File: config.mk
export PLATFORM = sky130hd
export DESIGN_NAME = fifo_burst_reader
export DESIGN_NICKNAME = d
export VERILOG_FILES = /design/src/rtl/fifo_burst_reader.sv
export SDC_FILE = /design/constraint.sdc
export NUM_CORES = 1
export LEC_CHECK = 0
export BUFFER_PORTS_ARGS = -buffer_cell sky130_fd_sc_hd__buf_2
export CAP_MARGIN = 20
export CORE_AREA = 2 2 62 122
export CTS_CLUSTER_SIZE = 24
export DETAILED_ROUTE_END_ITERATION = 6
export DIE_AREA = 0 0 64 124
export GPL_TIMING_DRIVEN = 1
export RECOVER_POWER = 100
export SLEW_MARGIN = 10
export SYNTH_ARGS = -nofsm -noshare
export SYNTH_HDL_FRONTEND = slang
export SYNTH_SLANG_ARGS = --single-unit
File: constraint.sdc
create_clock -name clk -period 3.3 [get_ports clk]
set_input_delay 0.33 -clock clk [delete_from_list [all_inputs] [get_ports clk]]
set_output_delay 0.33 -clock clk [all_outputs]
set_load 0.05 [all_outputs]
File: src/rtl/fifo_burst_reader.sv
// Burst reader: pulls burst_len words from a sync FIFO (1-cycle read latency)
// into a 2-entry skid buffer and presents them on a valid/ready stream.
module fifo_burst_reader #(
  parameter int unsigned DATA_WIDTH = 8,
  parameter int unsigned DEPTH      = 8
) (
  input  logic                  clk,
  input  logic                  rst,
  input  logic                  start,
  input  logic [7:0]            burst_len,
  input  logic                  fifo_empty,
  output logic                  fifo_rd_en,
  input  logic [DATA_WIDTH-1:0] fifo_data,
  output logic                  m_valid,
  input  logic                  m_ready,
  output logic [DATA_WIDTH-1:0] m_data,
  output logic                  busy,
  output logic                  done,
  output logic [15:0]           beat_count
);

  if (DEPTH == 0) begin : g_depth_check
    $error("fifo_burst_reader: DEPTH must be non-zero");
  end

  typedef enum logic [1:0] {
    ST_IDLE,
    ST_RUN,
    ST_DRAIN,
    ST_DONE
  } state_t;

  state_t                state_q, state_d;
  logic [7:0]            len_q, len_d;
  logic [7:0]            issued_q, issued_d;
  logic                  inflight_q, inflight_d;
  logic [1:0]            occ_q, occ_d;
  logic [DATA_WIDTH-1:0] buf0_q, buf0_d;
  logic [DATA_WIDTH-1:0] buf1_q, buf1_d;
  logic [15:0]           beat_q, beat_d;

  logic                  push;
  logic                  pop;
  logic                  rd_en;
  logic [2:0]            pending;

  always_comb begin
    pop     = (occ_q != 2'd0) & m_ready;
    push    = inflight_q;
    pending = {1'b0, occ_q} + {2'b00, inflight_q};
    // Written as pending < 2 + pop to keep the "occ + inflight - pop < 2" test unsigned.
    rd_en   = (state_q == ST_RUN) && !fifo_empty && (issued_q < len_q)
              && (pending < (3'd2 + {2'b00, pop}));

    state_d    = state_q;
    len_d      = len_q;
    issued_d   = issued_q;
    inflight_d = rd_en;
    occ_d      = occ_q;
    buf0_d     = buf0_q;
    buf1_d     = buf1_q;
    beat_d     = beat_q + {15'd0, pop};

    unique case (state_q)
      ST_IDLE: begin
        if (start) begin
          len_d    = burst_len;
          issued_d = '0;
          state_d  = (burst_len != 8'd0) ? ST_RUN : ST_DONE;
        end
      end
      ST_RUN: begin
        if (rd_en) begin
          issued_d = issued_q + 8'd1;
        end
        if (issued_d == len_q) begin
          state_d = ST_DRAIN;
        end
      end
      ST_DRAIN: begin
        if ((occ_q == 2'd0) && !inflight_q) begin
          state_d = ST_DONE;
        end
      end
      ST_DONE: begin
        state_d = ST_IDLE;
      end
      default: state_d = ST_IDLE;
    endcase

    // buf0 is always the oldest entry; a pop shifts buf1 down.
    unique case ({push, pop})
      2'b10: begin
        if (occ_q == 2'd0) begin
          buf0_d = fifo_data;
        end else begin
          buf1_d = fifo_data;
        end
        occ_d = occ_q + 2'd1;
      end
      2'b01: begin
        buf0_d = buf1_q;
        occ_d  = occ_q - 2'd1;
      end
      2'b11: begin
        if (occ_q == 2'd1) begin
          buf0_d = fifo_data;
        end else begin
          buf0_d = buf1_q;
          buf1_d = fifo_data;
        end
      end
      default: ;
    endcase
  end

  always_ff @(posedge clk or posedge rst) begin
    if (rst) begin
      state_q    <= ST_IDLE;
      len_q      <= '0;
      issued_q   <= '0;
      inflight_q <= 1'b0;
      occ_q      <= '0;
      buf0_q     <= '0;
      buf1_q     <= '0;
      beat_q     <= '0;
    end else begin
      state_q    <= state_d;
      len_q      <= len_d;
      issued_q   <= issued_d;
      inflight_q <= inflight_d;
      occ_q      <= occ_d;
      buf0_q     <= buf0_d;
      buf1_q     <= buf1_d;
      beat_q     <= beat_d;
    end
  end

  assign fifo_rd_en = rd_en;
  assign m_valid    = (occ_q != 2'd0);
  assign m_data     = buf0_q;
  assign busy       = (state_q != ST_IDLE);
  assign done       = (state_q == ST_DONE);
  assign beat_count = beat_q;

endmodule

==> results.txt, run 1 <==
- The H-tree generated during clock tree synthesis spans 2 levels.
- Vias per std cell: 5.37
- In this run the worst path has a maximum fanout of 11.
- Horizontal die dimension: 64 µm
* Endpoints failing setup: 0
* Max Fclk: 0.327 GHz
* Net count of the finished layout: 394
- Post-synth net total: 342
* Average wire length per cell after detail routing: 15.7 µm
- The worst setup path is of the reg -> out kind.
* Max Buffers Root-to-Sink: 2
* Type of the tightest min-delay check: in -> reg
- Drt drc: 0
- Max cap viols: 0
* Number of warnings printed during yosys synthesis: 0
- Max stage delay on crit path: 0.49 ns
- The synthesized design contains 0 enable-type register cells.
- TritonCTS clock tree: built
* Outcome: completed
- Share of synthesized flip-flops with an asynchronous set or reset: 100%
- Layout cells sized above 1: 15.3%
- The number of global-route vias before repair came to 2439.
* Number of post-CTS setup repair buffers: 0
- The first global-routing pass estimated 11400 µm of wire.
- Buffer cell driving the clock tree root: sky130_fd_sc_hd__clkbuf_16
- In the synthesized netlist the dominant register cell turns out to be sky130_fd_sc_hd__dfrtp_1.
- Number of core rows: 43
- Top-level I/O count: 49
- Non-filler cells in the finished layout: 443
- Residual overflow from global routing: 0
* Worst slew margin: 15.0%
* Global placement routability congestion: 0.873
* Final Max Tran Viols: 0
- After clock tree synthesis, the flow added hold-fix buffers numbering 0.
* Leakage power figure: 1.62 nW
* Core Area: 6940 µm²
- After synthesis the cells add up to 3070 µm².
- Summed over all nets, the half-perimeter wirelength after detailed placement is 5470 µm.
- Number of antenna diodes: 0
- Clock Latency Late Sink: 0.29 ns
- Top library cells by usage in the layout, fill and taps aside: sky130_fd_sc_hd__dfrtp_1 (53), sky130_fd_sc_hd__clkbuf_1 (32), sky130_fd_sc_hd__nand2_1 (29), sky130_fd_sc_hd__inv_1 (23), sky130_fd_sc_hd__ha_1 (21)
- Of the available clock period, the critical path in the final layout requires 92.7%.
* Layout area overhead: 15.4%
* Sequential-to-total area share from yosys stat: 43.3%
- Global router's overall resource usage: 18.7%
- Clock Skews: 0.00657 ns
- Worst-Margin Slew: 1.28 ns
- Count of endpoints failing hold in the final timing report: 0
- Post-CTS repair changed the size of 0 cells.
- Synthesis produced a netlist whose cell count is 300.
- Maximum number of pins on one net before global-route repair: 31
* Crit. End Element: output port
* Synth Register Bits: 53
- The initial utilization of the core area, before any placement, comes to 44.2%.
- Clock slew seen by the registers of the worst setup and hold paths: 0.07 ns
- Summed over all layers, the routed wires come to 6950 µm.
- Core Util, Final: 51.0%
* Critical path arrival: 2.73 ns
- In this run the vertical extent of the chip is 124 µm.
- Post-Syn Area per Cell: 10.2 µm²
- For this block, the initial DRC count from the detailed router was 67.
- The smallest clock period supported by the final layout is computed as 3.06 ns.
- Initial antenna violation count: 0
* Num Clock Sinks: 53
- Number of distinct library cell variants in the gate-level netlist after synthesis: 54
* Unrepaired setup endpoints after global routing: no
* Worst VDD drop: 0.574 mV
- TritonCTS created 5 clock buffers.
- CP delay by family, top: buffers and inverters
- Power spread over the standard cell area amounts to 896 nW/µm².
- Traced cell by cell, the critical path runs through ha_1 -> nor3b_1 -> o221ai_1 -> a211oi_1 -> buf_4 -> clkbuf_1.
- Data on the critical path is required at its endpoint by 2.97 ns.
- Number of antenna-violating nets in the routed design: 0
- The number of buffers and inverters on the critical path is 2.
- The first TritonRoute pass finished after 5 iterations.
- The slowest stage of the critical path is the sky130_fd_sc_hd__clkbuf_1 cell.
* Most frequent standard cell in the layout excluding fill and tap cells: sky130_fd_sc_hd__dfrtp_1
- Critical Path Source Type: flip-flop
- Setup total negative slack on the finished layout was measured at 0 ns.
* Die footprint: 7940 µm²
- Total number of vias: 2379
- The number of placed instances, taps included, is 435.
- The count of buffers added on input and output ports is 48.
[worst register-to-register path: stages (launching register included)]
cell and delay, ns:
sky130_fd_sc_hd__dfrtp_1 0.44, sky130_fd_sc_hd__ha_1 0.31, sky130_fd_sc_hd__nor3b_1 0.32, sky130_fd_sc_hd__o221ai_1 0.26
sky130_fd_sc_hd__a211oi_1 0.36, sky130_fd_sc_hd__buf_4 0.25, sky130_fd_sc_hd__o2111a_1 0.19, sky130_fd_sc_hd__o22ai_1 0.10
sky130_fd_sc_hd__or2_0 0.27, sky130_fd_sc_hd__a311o_1 0.35
[final timing paths]
check / start / endpoint / slack [ns] / depth (start not counted)
hold reg to reg: m_data[2] / m_data[2] / 0.48 / 2
hold / removal: fifo_data[1] / buf1_q[1] / 0.28 / 2
setup reg to reg: inflight_q / state_q[1] / 0.33 / 9
min in group asynchronous: rst / issued_q[5] / 0.34 / 2
setup / recovery: inflight_q / fifo_rd_en / 0.24 / 6
max in group asynchronous: rst / beat_count[12] / 1.20 / 3
[flip-flops by register name, summed over array words and instances, names as in the netlist]
name / flops
m_data: 8
state_q: 2
buf1_q: 8
inflight_q: 1
occ_q: 2
beat_count: 16
len_q: 8
issued_q: 8
[per-stage QoR]
stage          instance area, µm²  hold WS, ns  total power, W  setup WS (ns)
3_3_place_gp                 3420        0.458         0.00261          0.537
3_5_place_dp                 3420        0.466         0.00263          0.478
6_report                     3540        0.284         0.00317          0.241
5_1_grt                      3540        0.291         0.00340          0.117
2_1_floorplan                3070        0.476         0.00224          0.518
4_1_cts                      3590        0.151         0.00324          0.450
[kinds of logic after synthesis]
| kind of cell | after synthesis | synth area share, % |
|---|---|---|
| AOI/OAI and AO/OA | 63 | 15.4 |
| xor gates and xnor gates | 27 | 7.71 |
| adders and majority gates | 21 | 8.57 |
| buffers and inverters | 33 | 4.41 |
| DFF | 53 | 43.3 |
| muxes | 18 | 6.53 |
| and+or+nand+nor | 85 | 14.1 |
[synthesized netlist by cell type (3+ instances only)]
library cell,instances,area [µm²]
sky130_fd_sc_hd__a22o_1,3,26.3
sky130_fd_sc_hd__dfrtp_1,53,1330
sky130_fd_sc_hd__clkbuf_1,5,18.8
sky130_fd_sc_hd__a22oi_1,8,60.1
sky130_fd_sc_hd__nor2_1,12,45.0
sky130_fd_sc_hd__nand2_1,29,109
sky130_fd_sc_hd__ha_1,21,263
sky130_fd_sc_hd__nand4_1,7,43.8
sky130_fd_sc_hd__xnor2_1,18,158
sky130_fd_sc_hd__inv_1,23,86.3
sky130_fd_sc_hd__mux2_2,16,180
sky130_fd_sc_hd__nor3_1,7,35.0
sky130_fd_sc_hd__a21oi_1,7,35.0
sky130_fd_sc_hd__and3_1,4,25.0
sky130_fd_sc_hd__xor2_1,9,78.8
sky130_fd_sc_hd__nand3_1,11,55.1
sky130_fd_sc_hd__nor4_1,3,18.8
sky130_fd_sc_hd__o21ai_0,18,90.1
[power breakdown]
group	internal [W]	switching, W	total, W
Clock	0.000360	0.000238	0.000598
Combinational	0.000517	0.00100	0.00152
Sequential	0.000869	0.000183	0.00105
[per-layer routing]
| metal | routed length [µm] | GRT usage (%) | vias to the layer above |
|---|---|---|---|
| met1 | 2540 | 18.6 | 1138 |
| met5 | 0 | 0 | - |
| li1 | - | - | 1175 |
| met2 | 3960 | 35.9 | 51 |
| met4 | 254 | 11.0 | 0 |
| met3 | 200 | 2.71 | 15 |
[area by class of cell]
class	instances	area (µm²)
Clock buffer	6	129
Clock inverter	2	38.8
Fill cell	668	3400
Inverter	23	86.3
Multi-Input combinational cell	214	1600
Sequential cell	53	1330
Tap cell	90	113
Timing Repair Buffer	55	246
(Power assumes the default switching activity.)
==> run 2, diff against run 1 <==
PLACE_DENSITY_LB_ADDON = 0.3   (was unset)
REMOVE_ABC_BUFFERS = 1   (was unset)
==> run 2 against run 1 <==
  * Sequential share of layout area is 0.12 points higher
  * Clock power is 14% lower
  * Critical path depth is 4 higher
  * First-iteration DRC count is 73% higher
  * Register-to-register slack worse by 0.08 ns
  * Highest routed layer unchanged
==> results.txt, run 2 (synthesis results as in run 1) <==
- The tree is rooted in a sky130_fd_sc_hd__clkbuf_16.
- STA classifies the critical path endpoint as a flip-flop.
- Type of the tightest min-delay check: in -> reg
- Horizontal die dimension: 64 µm
* Total number of vias: 2465
* Final Max Tran Viols: 0
- Clock slew seen by the registers of the worst setup and hold paths: 0.07 ns
- For this run, the share of the core covered by cells in the final layout is 50.8%.
- The core region is 6940 µm².
* Worst VDD drop: 0.482 mV
- Slowest CP cell: sky130_fd_sc_hd__dfrtp_1
- Routed Wire Length: 6860 µm
- Overall Power: 0.00309 W
- Dividing total power by cell area gives a power density of 875 nW/µm².
- The die is 124 µm tall.
* Cell Count Post-Placement: 436
- The number of hold violations in the final report is 0.
- The worst setup path is of the reg -> reg kind.
- Top library cells by usage in the layout, fill and taps aside: sky130_fd_sc_hd__dfrtp_1 (53), sky130_fd_sc_hd__clkbuf_1 (30), sky130_fd_sc_hd__nand2_1 (29), sky130_fd_sc_hd__inv_1 (23), sky130_fd_sc_hd__ha_1 (21)
* Number of antenna diodes: 0
* Cells along the critical path: ha_1 -> ha_1 -> nor4b_4 -> o221ai_1 -> a211oi_1 -> buf_4 -> o2111a_1 -> o22ai_1 -> or2_0 -> a311o_1
* Largest register FFs: 16
- Pre-CTS setup slack: 0.371 ns
- Max Fclk: 0.328 GHz
- Measured against its own limit, the worst slew margin works out to 3.34%.
- Wire length of the first global-routing pass: 11400 µm
- In this run the cell area measured after placement is 3430 µm².
* Number of buffers created by CTS: 5
* Die footprint: 7940 µm²
- Worst setup path start: inflight_q
* Average wire length per cell after detail routing: 15.5 µm
* Clock Skews: 0.00474 ns
- Global placement routability congestion: 0.975
* # H-tree levels: 2
* Top-level I/O count: 49
- The count of nets left with antenna violations once routing finished came out at 0.
* Residual overflow from global routing: 0
* Worst min-delay path startpoint: fifo_data[3]
- Number of post-CTS setup repair buffers: 0
- Clock Latency Late Sink: 0.29 ns
- In the final design database the tool counted 395 nets.
* Number of core rows: 43
- Setup repair after global routing left no endpoint under its margin.
- The run finished with clean final reports.
- Counting every sink on the clock net gives 53.
- For this run, the slowest stage of the critical path takes 0.43 ns.
* Maximum fanout along the worst path: 10
- Entering global routing, the biggest net connects 37 pins.
* Max cap viols: 0
* Worst Setup Slack, final: 0.248 ns
- Critical path arrival: 3.22 ns
- Drt first-iter violations: 116
* Worst R2R Setup Slack: 0.25 ns
* TritonCTS clock tree: built
* Worst flop-to-flop path startpoint: inflight_q
- For the finished layout, the period the worst path requires is 3.05 ns.
- Data required time at the worst endpoint: 3.47 ns
* Number of iterations in the first detailed-routing pass: 4
- Library cell appearing most often on the critical path: sky130_fd_sc_hd__ha_1
- The number of antenna violations at the first check in global routing came to 0.
- Leakage power figure: 1.61 nW
* Hold_buf cts: 0
- Layout area overhead: 15.0%
- At the pin with the least slew margin, the transition time is 1.45 ns.
- Non-filler cells in the finished layout: 444
- For this configuration, the core starts out at a cell density of 44.2%.
- Once detailed placement completed, the half-perimeter wirelength came to 5330 µm.
- In the finished design, the share of the clock period the worst path needs comes to 92.5%.
- Global router's overall resource usage: 18.7%
* Layout cells sized above 1: 16.1%
- The longest clock path from root to sink contains 2 buffers.
- In this run the tool buffered the top-level ports with 48 buffer cells.
- Most frequent standard cell in the layout excluding fill and tap cells: sky130_fd_sc_hd__dfrtp_1
* Vias per std cell: 5.55
* Number of gates given a new drive strength after cts: 0
* Critical Path Source Type: flip-flop
- Drt drc: 0
- The finished cells cover 3530 µm².
- Setup violations remaining at the end of the flow were counted as 0.
- The number of global-route vias before repair is 2418.
-- run 2: area by class of cell --
type / count / area [µm²]
Fill cell: 649 / 3410
Multi-Input combinational cell: 214 / 1600
Sequential cell: 53 / 1330
Timing Repair Buffer: 56 / 259
Clock buffer: 6 / 129
Tap cell: 90 / 113
Inverter: 23 / 86.3
Clock inverter: 2 / 15.0
-- run 2: power breakdown --
group	leakage, nW	total, W	internal, W	switching [W]
Combinational	0.871	0.00151	0.000518	0.000994
Clock	0.0631	0.000514	0.000282	0.000233
Sequential	0.677	0.00106	0.000869	0.000191
-- run 2: worst paths after layout --
kind,end,depth (start not counted)
hold reg to reg,beat_count[15],1
max in group asynchronous,len_q[6],3
setup reg to reg,state_q[1],10
min in group asynchronous,beat_count[10],2
hold / removal,buf1_q[3],2
setup / recovery,state_q[1],10
-- run 2: through the flow --
step / TNS (ns) / hold WS (ns)
after floorplan: -4.45 / 0.476
after global placement: 0 / 0.455
after detailed placement: 0 / 0.461
after CTS: 0 / 0.217
after global routing: 0 / 0.280
final: 0 / 0.286
-- run 2: worst max-delay path: cells and delay by family, from the launching register on --
family / cells / cell delay, ns
AO/OA/AOI/OAI: 5 / 1.30
AND/OR/NAND/NOR: 2 / 0.52
flip-flops: 1 / 0.43
adder cells (fa/ha/maj): 2 / 0.43
buffers and inverters: 1 / 0.25
-- run 2: routing by layer --
metal	vias up	routed length, µm	GRT usage [%]
met5	-	0	0
met4	0	495	14.8
met3	28	267	2.98
met2	81	3640	34.0
met1	1177	2460	18.2
li1	1179	-	-
